--- config.mk ---
export PLATFORM = sky130hd
export DESIGN_NAME = adc_frame_buffer
export DESIGN_NICKNAME = d
export VERILOG_FILES = /design/src/rtl/fft_pkg.sv /design/src/rtl/frame_ram.sv /design/src/rtl/adc_frame_buffer.sv
export SDC_FILE = /design/constraint.sdc
export NUM_CORES = 2
export LEC_CHECK = 0
export CAP_MARGIN = 0
export CORE_MARGIN = 2
export CORE_UTILIZATION = 50
export DETAILED_ROUTE_END_ITERATION = 7
export PLACE_DENSITY = 0.62
export SLEW_MARGIN = 20
export SYNTH_ARGS = -nofsm -noshare
export SYNTH_HDL_FRONTEND = slang
export SYNTH_SLANG_ARGS = --single-unit
--- constraint.sdc ---
create_clock -name CLOCK -period 5.55 [get_ports CLOCK]
set_input_delay 0.555 -clock CLOCK [delete_from_list [all_inputs] [get_ports CLOCK]]
set_output_delay 0.555 -clock CLOCK [all_outputs]
set_load 0.1 [all_outputs]
--- src/rtl/fft_pkg.sv ---
// Shared defaults and types for the ADC frame buffer feeding the FFT core.
package fft_pkg;

  localparam int DATA_W    = 14;
  localparam int FRAME_LEN = 64;
  localparam int ADDR_W    = 6;

  typedef enum logic [1:0] {
    BANK_EMPTY,
    BANK_FILLING,
    BANK_FULL
  } bank_state_e;

  typedef logic signed [DATA_W-1:0] sample_t;

endpackage

--- src/rtl/frame_ram.sv ---
// Simple dual-port sample RAM: one write port, one registered read port.
module frame_ram #(
  parameter int DATA_W = 14,
  parameter int AW     = 7
) (
  input  logic              i_clk,
  input  logic              i_we,
  input  logic [AW-1:0]     i_waddr,
  input  logic [DATA_W-1:0] i_wdata,
  input  logic [AW-1:0]     i_raddr,
  output logic [DATA_W-1:0] o_rdata
);

  logic [DATA_W-1:0] r_mem [0:(1<<AW)-1];
  logic [DATA_W-1:0] r_rdata;

  // No reset on the array or read register so the block maps onto EBR.
  always_ff @(posedge i_clk) begin
    if (i_we) r_mem[i_waddr] <= i_wdata;
    r_rdata <= r_mem[i_raddr];
  end

  assign o_rdata = r_rdata;

endmodule

--- src/rtl/adc_frame_buffer.sv ---
// Ping-pong frame buffer: converts DV-qualified ADC samples to signed and hands
// full banks to the FFT core, which reads by address and releases with FRAME_DONE.
module adc_frame_buffer
  import fft_pkg::*;
#(
  parameter int DATA_W     = fft_pkg::DATA_W,
  parameter int FRAME_LEN  = fft_pkg::FRAME_LEN,
  parameter int ADDR_W     = fft_pkg::ADDR_W,
  parameter bit OFFSET_BIN = 1'b1
) (
  input  logic                     CLOCK,
  input  logic                     RESET_N,
  input  logic                     DV,
  input  logic [DATA_W-1:0]        DATA_IN,
  output logic                     FRAME_READY,
  output logic                     FRAME_BANK,
  input  logic [ADDR_W-1:0]        RD_ADDR,
  output logic signed [DATA_W-1:0] RD_DATA,
  input  logic                     FRAME_DONE,
  output logic                     OVERRUN,
  input  logic                     OVERRUN_CLR
);

  bank_state_e              r_bank_st [2];
  bank_state_e              w_st_nxt  [2];
  logic                     r_wr_bank;
  logic [ADDR_W-1:0]        r_wr_idx;
  logic                     r_pres_bank;
  logic                     r_ovr;
  logic                     r_rd_vld;
  logic                     w_wr_en;
  logic                     w_drop;
  logic                     w_last;
  logic                     w_ready;
  logic                     w_release;
  logic                     w_pres_nxt;
  logic signed [DATA_W-1:0] w_wr_data;
  logic [DATA_W-1:0]        w_rd_q;

  function automatic logic signed [DATA_W-1:0] conv(input logic [DATA_W-1:0] d);
    if (OFFSET_BIN) return $signed({~d[DATA_W-1], d[DATA_W-2:0]});
    return $signed(d);
  endfunction

  assign w_ready   = (r_bank_st[0] == BANK_FULL) || (r_bank_st[1] == BANK_FULL);
  assign w_wr_en   = DV && (r_bank_st[r_wr_bank] != BANK_FULL);
  // The write bank can only be FULL when both banks are, so this is a true overrun.
  assign w_drop    = DV && (r_bank_st[r_wr_bank] == BANK_FULL);
  assign w_last    = (r_wr_idx == ADDR_W'(FRAME_LEN - 1));
  assign w_release = FRAME_DONE && w_ready;
  assign w_wr_data = conv(DATA_IN);

  // Presented bank stays put while FULL; otherwise it follows the other FULL bank,
  // which keeps it pointing at the oldest full frame.
  always_comb begin
    w_st_nxt[0] = r_bank_st[0];
    w_st_nxt[1] = r_bank_st[1];
    if (w_release) w_st_nxt[r_pres_bank] = BANK_EMPTY;
    if (w_wr_en)   w_st_nxt[r_wr_bank]   = w_last ? BANK_FULL : BANK_FILLING;
    w_pres_nxt = r_pres_bank;
    if ((w_st_nxt[r_pres_bank] != BANK_FULL) && (w_st_nxt[~r_pres_bank] == BANK_FULL))
      w_pres_nxt = ~r_pres_bank;
  end

  always_ff @(posedge CLOCK or negedge RESET_N) begin
    if (!RESET_N) begin
      r_bank_st[0] <= BANK_EMPTY;
      r_bank_st[1] <= BANK_EMPTY;
      r_wr_bank    <= 1'b0;
      r_wr_idx     <= '0;
      r_pres_bank  <= 1'b0;
      r_ovr        <= 1'b0;
      r_rd_vld     <= 1'b0;
    end else begin
      r_bank_st[0] <= w_st_nxt[0];
      r_bank_st[1] <= w_st_nxt[1];
      r_pres_bank  <= w_pres_nxt;
      r_rd_vld     <= 1'b1;
      if (w_wr_en) begin
        r_wr_idx <= w_last ? '0 : r_wr_idx + ADDR_W'(1);
        if (w_last) r_wr_bank <= ~r_wr_bank;
      end
      if (w_drop)           r_ovr <= 1'b1;
      else if (OVERRUN_CLR) r_ovr <= 1'b0;
    end
  end

  frame_ram #(
    .DATA_W (DATA_W),
    .AW     (ADDR_W + 1)
  ) u_ram (
    .i_clk   (CLOCK),
    .i_we    (w_wr_en),
    .i_waddr ({r_wr_bank, r_wr_idx}),
    .i_wdata (w_wr_data),
    .i_raddr ({r_pres_bank, RD_ADDR}),
    .o_rdata (w_rd_q)
  );

  // Read register lives in the RAM; gate it so RD_DATA reads zero out of reset.
  assign RD_DATA     = r_rd_vld ? $signed(w_rd_q) : '0;
  assign FRAME_READY = w_ready;
  assign FRAME_BANK  = r_pres_bank;
  assign OVERRUN     = r_ovr;

endmodule

Word-level counts from Yosys, hierarchy flattened
Memory sizes are Yosys's and may differ from the RTL's. A register that Yosys moved wholly into a read port is not among the register bits.
Index checks and enable logic that the tools add are counted.
{"block": "totals", "mem_bits_ro": 0, "latchBits": 0, "elab_cells": 61, "memories": 1, "regBits": 14, "ramBits": 1792, "inputBits": 25}
{"block": "op_classes", "magnitude_cmp": 5, "muxes": 23, "mul": 0, "div": 0, "eq_ne": 7, "addsub": 1, "bitwise": 8, "shift": 0, "reduce_logical": 9}
{"name": "u_ram.r_mem", "depth": 128, "word_bits": 14, "rd": 1, "rd_ports_with_merged_regs": 1, "write_ports": 1, "line_no": "frame_ram.sv:14", "source": "logic [DATA_W-1:0] r_mem [0:(1<<AW)-1];"}
{"op": "$mux 2", "count": 12}
{"op": "$mux 14", "count": 1}
{"op": "$eq 2x2->1 const B", "count": 4}
{"op": "$mux 4", "count": 2}
{"op": "$add 6x1->6 const B", "count": 1}
{"op": "$eq 6x6->1 const B", "count": 1}
{"op": "$ge 2x2->1 const B", "count": 3}
{"op": "$logic_and 1x1->1", "count": 6}
{"op": "$mux 6", "count": 1}
{"op": "$not 1->2", "count": 3}
{"op": "$and 4x4->4", "count": 1}
{"op": "$bwmux 4", "count": 1}
{"op": "$demux 2 s1", "count": 2}
{"op": "$lt 2x1->1 const B", "count": 2}
{"op": "$mux 1", "count": 4}
{"op": "$ne 2x2->1 const B", "count": 2}
{"op": "$not 4->4", "count": 1}
{"op": "$not 1->1", "count": 3}
{"op": "$reduce_and 2->1", "count": 1}
{"op": "$reduce_bool 2->1", "count": 1}
{"op": "$logic_or 1x1->1", "count": 1}

Depth between registers and ports, before layout
{"block": "logic_depth", "ltp_word": 15, "depth_mapped": 7, "depth_no_buf": 5}

Hierarchy
From an unflattened synthesis, not the netlist that was laid out.
{"block": "hier_totals", "cells_unflattened": 2811, "hier_area_um2": 69674.3}
{"module": "frame_ram", "area_each_um2": 68848.5, "cells_per_inst": 2723, "n_inst": 1, "seq_area_each_um2": 54091.9}
{"module": "adc_frame_buffer", "area_each_um2": 825.8, "cells_per_inst": 88, "n_inst": 1, "seq_area_each_um2": 350.3}

Worst setup path before layout
Ideal clock, no wire load.
{"block": "synth_path", "path_kind": "input port to flip-flop", "startpoint": "in RD_ADDR[2]", "endpoint": "reg u_ram.r_rdata[0], in the netlist u_ram.o_rdata[0] (read register of u_ram.r_mem)", "slack_ps": 2485, "setup_ps": 121, "arrival_time_ps": 2944, "path_stages": 7, "required_ps": 5429, "path_cell_list": "clkbuf_1 > clkbuf_1 > buf_1 > mux4_2 > mux4_2 > mux4_2 > mux2_2"}
{"element": "start: declaration", "line_no": "adc_frame_buffer.sv:17", "source": "input logic [ADDR_W-1:0] RD_ADDR,"}
{"element": "end: declaration", "line_no": "frame_ram.sv:15", "source": "logic [DATA_W-1:0] r_rdata;"}

Final worst setup path
{"block": "layout_path", "startpoint": "reg r_wr_bank", "endpoint": "mem u_ram.r_mem[56][8] (enable)"}
{"block": "layout_between", "elab_chain_cells": 8}
{"element": "start: declaration", "line_no": "adc_frame_buffer.sv:26", "source": "logic r_wr_bank;"}
{"element": "start signal: assignment", "line_no": "adc_frame_buffer.sv:81", "source": "if (w_last) r_wr_bank <= ~r_wr_bank;"}
{"element": "$not 1->2 (not written as such)", "line_no": "adc_frame_buffer.sv:46", "source": "assign w_wr_en = DV && (r_bank_st[r_wr_bank] != BANK_FULL);"}
{"element": "$mux 2 (not written as such) (3 in series)", "line_no": "adc_frame_buffer.sv:46"}
{"element": "$ne 2x2->1", "line_no": "adc_frame_buffer.sv:46"}
{"element": "$logic_and 1x1->1", "line_no": "adc_frame_buffer.sv:46"}
{"element": "$mux 1", "line_no": "frame_ram.sv:19", "source": "if (i_we) r_mem[i_waddr] <= i_wdata;"}
{"element": "$mux 1 (not written as such)", "line_no": "frame_ram.sv:19"}
{"element": "end: declaration", "line_no": "frame_ram.sv:14"}
Several ways; a longest one is shown, not always the timed one. The select of a mux whose other input is x is not followed.

==> summary.md <==
| Metric | Value |
|---|---|
| Status | `finished clean` |
| HPWL after detailed placement | `about 98 mm` |
| Avg Synthesized Cell Area | `24.7 um2` |
| Clk pin slew, worst setup/hold paths | `roughly 0.060 ns` |
| Initial DRC count | `3746` |
| Hold-fix buffers, CTS | `0` |
| Logic pwr share | `0.066` |
| RD Place Congestion | `0.834` |
| Clock latency on the worst-skew pair | `0.80 ns` |
| Starting Density | `0.505` |
| Seq/Total Area, Yosys | `0.782` |
| Post-synth EDFFs | `1792` |
| Power Internal | `0.0230 W` |
| Worst setup EP type | `flop` |
| Setup Viol. Count Final | `0` |
| Critical Path Fanout Max | `12` |
| Via count | `31000` |
| PortBufs | `41` |
| CTS Buffer Depth | `3` |
| Wirelength per Cell | `33.1 um` |
| Post-Syn Area | `0.0696 mm2` |
| Max Freq | `~0.27 GHz` |
| Final Hold Fails | `0` |
| Total track usage | `0.235` |
| Crit Path Class | `flop to flop` |
| Nets | `3051` |
| Yosys warnings | `0` |
| Final Max Slew Viols | `0` |
| Ys async rst share | `0.00769` |
| Num rows | `136` |
| Setup Skew | `roughly 0.030 ns` |
| Clk root buf | `clkbuf_16` |
| Worst setup path endpoint | `u_ram.r_mem[56][8]$_DFFE_PP_` |
| First-pass GRT wire length | `233 mm` |
| NetSw | `0.00648 W` |
| Gr ovfl total | `0` |
| DRC | `0` |
| Register-to-register setup slack | `1.83 ns` |
| Syn_nets | `approximately 2800` |
| Number of vias per cell | `between 6 and 7` |
| Die height | `377 um` |
| Hold Worst Slack | `0.195 ns` |
| Critical Path Start Type | `flop` |
| CTS tree | `built` |
| Slew at the pin closest to its max-slew limit | `1.11 ns` |
| Clk sinks | `around 1800` |
| Crit path required time | `just over 6 ns` |
| Fraction of layout instances using a drive strength above 1 | `0.340` |
| Final period utilization | `0.670` |
| Post-CTS Resized | `0` |
| Setup bufs post-CTS | `0` |
| Crit path from | `r_wr_bank$_DFFE_PN0P_` |
| Leakage power | `24.4 nW` |
| Main synth FF type | `edfxtp_1` |
| Post-Synthesis Cells | `2813` |
| Hold depth | `1` |
| Unrepaired setup endpoints after global routing | `false` |
| Critical Path AT | `4.22 ns` |
| Remaining antenna violation count | `0` |
| Vias in the first global route | `31700` |
| Drt total wl | `around 160 mm` |
| TNS Setup | `0 ns` |
| Clock power share | `0.408` |
| 1st-pass router iterations | `8` |
| Core Region | `0.138 mm2` |
| Area Overhead vs Synth | `13.3%` |
| Die area | `0.142 mm2` |
| Worst r2r src | `r_wr_bank$_DFFE_PN0P_` |
| Relative slew margins | `0.257` |
| Post-synth cell types | `39` |
| Maxcap violations | `0` |
| Largest net degree at the start of global routing | `94` |
| FF+latch count, synth | `1820` |
| Peak VDD IR | `0.000380 V` |
| Die Width | `377 um` |
| Worst hold start | `DATA_IN[10]` |
| Sequential share of power | `0.526` |
| TritonCTS Buffers | `179` |
| HP Class | `input port to flop` |
| Net Sw Frac | `0.220` |
| H-tree depth | `4` |
| Initial antenna violation count | `12` |
| # IOs | `42` |
| Worst R2R End | `u_ram.r_mem[56][8]$_DFFE_PP_` |
| Fin crit period | `3.72 ns` |
| Reg2Reg Depth | `6` |
| Pwr Density | `around 370 mW/mm2` |
==> worst max-delay path, stage by stage, from the launching register on <==
cell and delay (ns):
dfrtp_1 0.64, or3b_2 0.26, nand3_1 0.28, or4_1 0.91, buf_4 0.39, nor2_1 0.61, buf_4 0.32
==> per-stage QoR <==
step           power, W   util  area (um2)  instances  setup WS [ns]
2_1_floorplan    0.0168      -       69600       2813           2.49
3_3_place_gp     0.0176  0.528       72800       4634           1.35
3_5_place_dp     0.0177  0.529       72900       4637           1.53
4_1_cts          0.0297  0.572       78800       4968           1.88
5_1_grt          0.0303  0.572       78900       4969           1.74
6_report         0.0294  0.572       78900       4970           1.83
==> cell families (layout without fill, tap and decap cells) <==
logic type,Yosys count,in the layout,synth area share
adder cells (fa/ha/maj),1,1,0.000180
other,1,2,0.0000539
flip-flops,1820,1820,0.782
AO/OA/AOI/OAI,16,16,0.00149
XOR/XNOR,2,2,0.000252
buffers and inverters,159,521,0.0101
multiplexers,603,603,0.193
AND/OR/NAND/NOR,211,211,0.0133
==> worst min-delay path by stage <==
stage / to / slack, ns
after floorplan: FRAME_BANK$_DFFE_PN0P_ / 0.26
after global placement: r_bank_st[1]$_DFF_PN0_ / 0.52
after detailed placement: r_bank_st[1]$_DFF_PN0_ / 0.57
after CTS: FRAME_BANK$_DFFE_PN0P_ / 0.15
after global routing: u_ram.r_mem[81][10]$_DFFE_PP_ / 0.18
final: u_ram.r_mem[81][10]$_DFFE_PP_ / 0.19
==> cell type report <==
type / count / area [um2]
repair buffers: 186 / 1700
diodes: 1 / 2.50
clock inverters: 109 / 1080
fillers: 9813 / 59000
flip-flops and latches: 1820 / 54400
well taps: 1794 / 2240
inverters: 4 / 20.0
multi-input cells: 834 / 14600
clock buffers: 222 / 4800
==> synth_stat cells (13+ instances only) <==
cell / instances / area, um2
dfxtp_1: 14 / 280
edfxtp_1: 1792 / 53800
and2_1: 14 / 87.6
mux4_2: 588 / 13200
nand2_1: 24 / 90.1
buf_2: 33 / 165
clkbuf_1: 82 / 308
buf_4: 13 / 97.6
buf_1: 25 / 93.8
nor2_1: 136 / 510
dfrtp_1: 14 / 350
mux2_2: 14 / 158
==> sequential cells by signal, summed over array words and instances, names as in the netlist <==
| signal | count |
|---|---|
| OVERRUN | 1 |
| u_ram.r_mem | 1792 |
| r_wr_bank | 1 |
| FRAME_BANK | 1 |
| r_wr_idx | 6 |
| r_bank_st | 4 |
| r_rd_vld | 1 |
| u_ram.o_rdata | 14 |
==> power groups by stage <==
stage	Sequential (W)	Combinational, W	Clock (W)
floorplan	0.0157	0.00109	0
CTS	0.0155	0.00196	0.0122
finish	0.0155	0.00194	0.0120
detailed placement	0.0158	0.00195	0
global route	0.0155	0.00204	0.0128
global placement	0.0157	0.00190	0
==> cell usage in the layout (no fill, tap or decap), types with 15 or more instances in the layout <==
master,n
clkbuf_16,185
nor2_2,32
clkdlybuf4s50_1,23
nor2_1,101
clkbuf_1,34
buf_12,15
nand2_1,24
clkinv_1,31
buf_4,141
edfxtp_1,1792
mux4_2,588
clkinv_2,35
bufinv_16,17
==> routing by layer <==
metal	vias to the layer above	GRT usage	part of all wire
li1	12600	-	-
met1	16800	0.333	0.40
met2	1353	0.359	0.47
met3	234	0.0667	0.097
met4	8	0.0718	0.027
met5	-	0	0.00034
Note: power is estimated with default switching activity, not from simulation.
